File: src/rtl/motor_status_tx.sv
// motor_status_tx: encodes a captured motor/direction/degree report as a
// 9-byte ASCII frame ("M<m>D<d><hhh>\r\n") and hands it to uart_tx one byte
// at a time over the start/ready handshake, aborting on a missing ack.
module motor_status_tx #(
  parameter int unsigned ACK_TIMEOUT = 16
) (
  input  logic       i_Clk,
  input  logic       i_Rst,
  input  logic       i_report,
  input  logic [2:0] i_motor,
  input  logic       i_direction,
  input  logic [8:0] i_degrees,
  input  logic       i_ready,
  output logic       o_start,
  output logic [7:0] o_data,
  output logic       o_busy,
  output logic       o_drop,
  output logic       o_error
);

  localparam int unsigned TW = $clog2(ACK_TIMEOUT + 1);

  typedef enum logic [2:0] {
    IDLE,
    CONV_H,
    CONV_T,
    LOAD,
    SEND,
    WAIT_ACK,
    WAIT_DONE
  } state_t;

  state_t        state;
  logic [2:0]    motor;
  logic          direction;
  logic [8:0]    rem;
  logic [3:0]    hund;
  logic [3:0]    tens;
  logic [3:0]    idx;
  logic [TW-1:0] tmo;
  logic [7:0]    frame_byte;

  // Byte of the frame at the current index; units digit is what is left in rem
  always_comb begin
    frame_byte = 8'h0A;
    case (idx)
      4'd0:    frame_byte = 8'h4D;
      4'd1:    frame_byte = {5'b00110, motor};
      4'd2:    frame_byte = 8'h44;
      4'd3:    frame_byte = {7'b0011000, direction};
      4'd4:    frame_byte = {4'h3, hund};
      4'd5:    frame_byte = {4'h3, tens};
      4'd6:    frame_byte = {4'h3, rem[3:0]};
      4'd7:    frame_byte = 8'h0D;
      default: frame_byte = 8'h0A;
    endcase
  end

  // Frame sequencer: capture, decimal conversion, byte handshake, timeout
  always_ff @(posedge i_Clk or posedge i_Rst) begin
    if (i_Rst) begin
      state     <= IDLE;
      motor     <= '0;
      direction <= 1'b0;
      rem       <= '0;
      hund      <= '0;
      tens      <= '0;
      idx       <= '0;
      tmo       <= '0;
      o_start   <= 1'b0;
      o_data    <= '0;
      o_busy    <= 1'b0;
      o_drop    <= 1'b0;
      o_error   <= 1'b0;
    end else begin
      o_start <= 1'b0;
      o_drop  <= 1'b0;
      o_error <= 1'b0;
      // Any request not seen in IDLE at the edge is dropped, including the
      // cycle on which the frame returns to IDLE
      if (i_report && (state != IDLE))
        o_drop <= 1'b1;
      case (state)
        IDLE: begin
          if (i_report) begin
            motor     <= i_motor;
            direction <= i_direction;
            rem       <= i_degrees;
            hund      <= '0;
            tens      <= '0;
            idx       <= '0;
            o_busy    <= 1'b1;
            state     <= CONV_H;
          end
        end
        CONV_H: begin
          if (rem >= 9'd100) begin
            rem  <= rem - 9'd100;
            hund <= hund + 4'd1;
          end else begin
            state <= CONV_T;
          end
        end
        CONV_T: begin
          if (rem >= 9'd10) begin
            rem  <= rem - 9'd10;
            tens <= tens + 4'd1;
          end else begin
            state <= LOAD;
          end
        end
        LOAD: begin
          o_data <= frame_byte;
          state  <= SEND;
        end
        SEND: begin
          if (i_ready) begin
            o_start <= 1'b1;
            tmo     <= '0;
            state   <= WAIT_ACK;
          end
        end
        WAIT_ACK: begin
          // tmo counts completed WAIT_ACK cycles; the abort lands on the
          // ACK_TIMEOUT-th edge after entry
          if (!i_ready) begin
            state <= WAIT_DONE;
          end else if (tmo == TW'(ACK_TIMEOUT - 1)) begin
            o_error <= 1'b1;
            o_busy  <= 1'b0;
            state   <= IDLE;
          end else begin
            tmo <= tmo + 1'b1;
          end
        end
        WAIT_DONE: begin
          if (i_ready) begin
            if (idx == 4'd8) begin
              o_busy <= 1'b0;
              state  <= IDLE;
            end else begin
              idx   <= idx + 4'd1;
              state <= LOAD;
            end
          end
        end
        default: state <= IDLE;
      endcase
    end
  end

endmodule

File: config.mk
export PLATFORM = sky130hd
export DESIGN_NAME = motor_status_tx
export DESIGN_NICKNAME = d
export VERILOG_FILES = /design/src/rtl/motor_status_tx.sv
export SDC_FILE = /design/constraint.sdc
export NUM_CORES = 1
export LEC_CHECK = 0
export ABC_AREA = 1
export BUFFER_PORTS_ARGS = -buffer_cell sky130_fd_sc_hd__buf_2
export CAP_MARGIN = 15
export CORE_MARGIN = 1
export CORE_UTILIZATION = 45
export CTS_BUF_LIST = sky130_fd_sc_hd__clkbuf_8
export DETAILED_ROUTE_END_ITERATION = 12
export MAX_ROUTING_LAYER = met4
export PLACE_DENSITY = 0.7
export SLEW_MARGIN = 0
export SYNTH_ARGS = -nofsm -noshare
export SYNTH_HDL_FRONTEND = slang
export SYNTH_SLANG_ARGS = --single-unit
File: constraint.sdc
create_clock -name i_Clk -period 1.6 [get_ports i_Clk]
set_input_delay 0.08 -clock i_Clk [delete_from_list [all_inputs] [get_ports i_Clk]]
set_output_delay 0.08 -clock i_Clk [all_outputs]
set_load 0.03 [all_outputs]
==> results_dict.tcl <==
set metrics [dict create \
    setup_viol 1 \
    r2r-end "state[1]" \
    cts_root_buffer "clkbuf_8" \
    synth_area_mm2 0.00286 \
    wl_um 6880 \
    yosysUniqueCellTypes 39 \
    hp-class "in2reg" \
    clk_latency_ps 300 \
    path_clk_slew_ps 90 \
    hold_viol_final 0 \
    grt_usage_pct 22.4 \
    place_ws_ps -114 \
    clock-sinks 43 \
    die_area_mm2 0.00669 \
    switching_power_mw 3.33 \
    status "complete, but fails checks" \
    boundaryPins 29 \
    synth_area_per_cell_um2 7.44 \
    worst-path-max-fanout 3 \
    r2r_start "tmo[1]" \
    worst_pin_slew_ps 640 \
    fill_cells 560 \
    dr.pass1.iters 4 \
    critical_path_arrival_ps 1790 \
    r2r_slack_ps -4 \
    critical_path.startpoint "tmo[1]" \
    dpl.cell_count 504 \
    synth-seq-cells 43 \
    power_report.internal_total_mw 3.38 \
    fmax_ghz 0.623 \
    fin_skew_ps 10.0 \
    dp_hpwl_um 4890 \
    synthFlopType "dfrtp_1" \
    grt_overflow 0 \
    vdd_ir_drop_max_v 0.000848 \
    finish.utilization_pct 59.3 \
    failed_checks "negative setup slack" \
    cts_tree "built" \
    synth_edf_count 0 \
    port_buffers 27 \
    chipHeight_um 81.8 \
    synth_nets 415 \
    grt_max_degree 28 \
    pwr-share-comb_pct 61.2 \
    period_share_pct 100 \
    nets 474 \
    post-synth-top-area-cell "dfrtp_1" \
    grt_pass1_wl_um 11100 \
    powerDensity_mw_per_mm2 1880 \
    dpl_cell_area_mm2 0.00324 \
    swShare_pct 49.6 \
    detail_route.wl_per_cell_um 13.2 \
    cts_buffers 5 \
    cp-end-kind "flop" \
    syn_to_final_growth_pct 24.8 \
    viasPerCell 5.17 \
    critPathLaunchType "flop" \
    num_rows 28 \
    pwr-share-clk_pct 10.4 \
    crit_end "state[1]" \
    synth_top_area_share_pct 37.6 \
    start_util_pct 47.5 \
    drive_above_1_share_pct 31.7 \
    worstRegToRegCells 11 \
    power_frac_seq_pct 28.4 \
    drtIter0Drc 161 \
    htree_num_levels 2 \
    finish.instance_area_mm2 0.00357 \
    p_leak_nw 1.80 \
    synthTopCellsByCount "nand2_1 (110), nand3_1 (46), dfrtp_1 (43)" \
    clock_path_buffers 2 \
    antenna_cells 0 \
    dieWidth_um 81.8 \
    fin_cells 520 \
    yosysMostFrequentCell "nand2_1" \
    yosysSeqAreaShare_pct 37.6 \
    antenna_found_initial 0 \
    final-max-slew-violation-count 0 \
    fin_crit_ps 1600 \
    syn_inst 385 \
    drv_cap 0 \
    fin_ws_ps -4.28 \
    async_flop_share_pct 100 \
    relSlewSlack_pct 57.1 \
    vias 2690 \
    grt_pass1_vias 2430 \
    place_congestion 0.876 \
    netlist_top_cells_area "dfrtp_1 (38%), nand2_1 (14%), nand3_1 (8.0%), ha_1 (5.7%), inv_1 (5.4%)" \
    ant_nets 0 \
    rsz0062_at_grt "yes" \
    core-area_mm2 0.00603 \
    worst-setup-path-type "reg2reg" \
    yosys_warnings 0 \
    cp.required_ps 1790 \
    drc 0 \
]
-- per-stage QoR --
step | hold WS [ps] | total power [mW] | TNS, ps
3_5_place_dp | 118 | 5.52 | -259
4_1_cts | 3.49 | 6.28 | -17.1
5_1_grt | 5.56 | 7.28 | -1390
2_1_floorplan | 230 | 4.44 | 0
3_3_place_gp | 111 | 5.44 | -32.8
6_report | 6.98 | 6.71 | -4.28
-- cell families (layout without fill, tap and decap cells) --
family          count (synthesis)  in the layout  synth area share [%]
simple gates                  224            224                  37.0
buf+inv                        56            116                  8.04
flops                          43             43                  37.6
compound gates                 39             39                  8.52
fa+ha+maj                      13             13                  5.68
xor+xnor                        6              6                  1.83
mux                             3              3                  1.18
other cells                     1              1                 0.131
-- registers in the layout (all words and copies together), names as in the netlist, 3 cells and up --
name,flops
rem,9
hund,4
o_data,6
idx,4
motor,3
tens,4
tmo,5
state,3
-- power by group through the flow --
| stage | sequential [mW] | clock (mW) | combinational (mW) |
|---|---|---|---|
| after global routing | 1.96 | 0.755 | 4.57 |
| after detailed placement | 1.90 | 0 | 3.62 |
| final | 1.91 | 0.699 | 4.11 |
| after global placement | 1.88 | 0 | 3.55 |
| after floorplan | 1.97 | 0 | 2.46 |
| after CTS | 1.88 | 0.721 | 3.68 |
-- layer usage --
| metal | share of wire [%] | wire [um] | global-route usage, % |
|---|---|---|---|
| met4 | 1.0 | 69 | 5.09 |
| met2 | 48 | 3300 | 37.7 |
| met3 | 4.0 | 274 | 3.67 |
| met1 | 47 | 3240 | 28.2 |
| met5 | 0 | 0 | - |
-- cell type report --
class                   count  area (um2)  share of cell area [%]
multi-input cells         286        1720                    48.0
flip-flops and latches     43        1080                    30.2
inverters                  50         198                    5.53
clock inverters             3        16.3                   0.455
repair buffers             58         402                    11.2
clock buffers               5        68.8                    1.93
well taps                  75        93.8                    2.63
-- repair_timing --
action / 4_1_cts / 5_1_grt
setup endpoints to repair: 16 / 27
setup buffers: 1 / 6
hold buffers: 1 / 0
pin swaps: 5 / 25
gates resized for setup: 8 / 53
endpoints found under the hold margin: 16 / 0
-- worst min path at each step --
stage / from / end / cells after the start
after floorplan: i_motor[0] / motor[0] / 1
after global placement: i_Rst / direction / 2
after detailed placement: i_Rst / motor[1] / 2
after CTS: i_motor[0] / motor[0] / 2
after global routing: i_motor[2] / motor[2] / 2
final: i_motor[0] / motor[0] / 2
-- worst max-delay path, stage by stage, from the launching register on --
cell,delay [ps]
dfrtp_1,360
ha_2,200
nand2_2,60
nor2_2,80
ha_2,200
inv_2,60
nand2_4,80
o21ai_4,70
nor2_4,120
nand3_2,110
nor2_2,110
nor2_1,50
-- cell usage in the layout, fill, tap and decap left out, types with 3 or more instances in the layout --
| cell | netlist | routed |
|---|---|---|
| a21oi_1 | 9 | 8 |
| buf_2 | 3 | 27 |
| buf_4 | 3 | 24 |
| buf_6 | 0 | 5 |
| clkbuf_8 | 0 | 5 |
| dfrtp_1 | 43 | 41 |
| ha_1 | 13 | 8 |
| ha_2 | 0 | 4 |
| inv_1 | 41 | 36 |
| inv_2 | 7 | 11 |
| mux2_2 | 3 | 3 |
| nand2_1 | 110 | 91 |
| nand2_2 | 7 | 21 |
| nand2_4 | 4 | 8 |
| nand3_1 | 46 | 42 |
| nand3_2 | 3 | 7 |
| nand4_1 | 7 | 7 |
| nor2_1 | 32 | 29 |
| nor2_2 | 2 | 4 |
| nor2_4 | 4 | 5 |
| o211ai_1 | 3 | 3 |
| o21ai_0 | 13 | 9 |
| o21ai_1 | 5 | 8 |
| o21ai_4 | 1 | 3 |
| xor2_1 | 4 | 4 |
No activity file was read; power rests on OpenSTA's default activity.
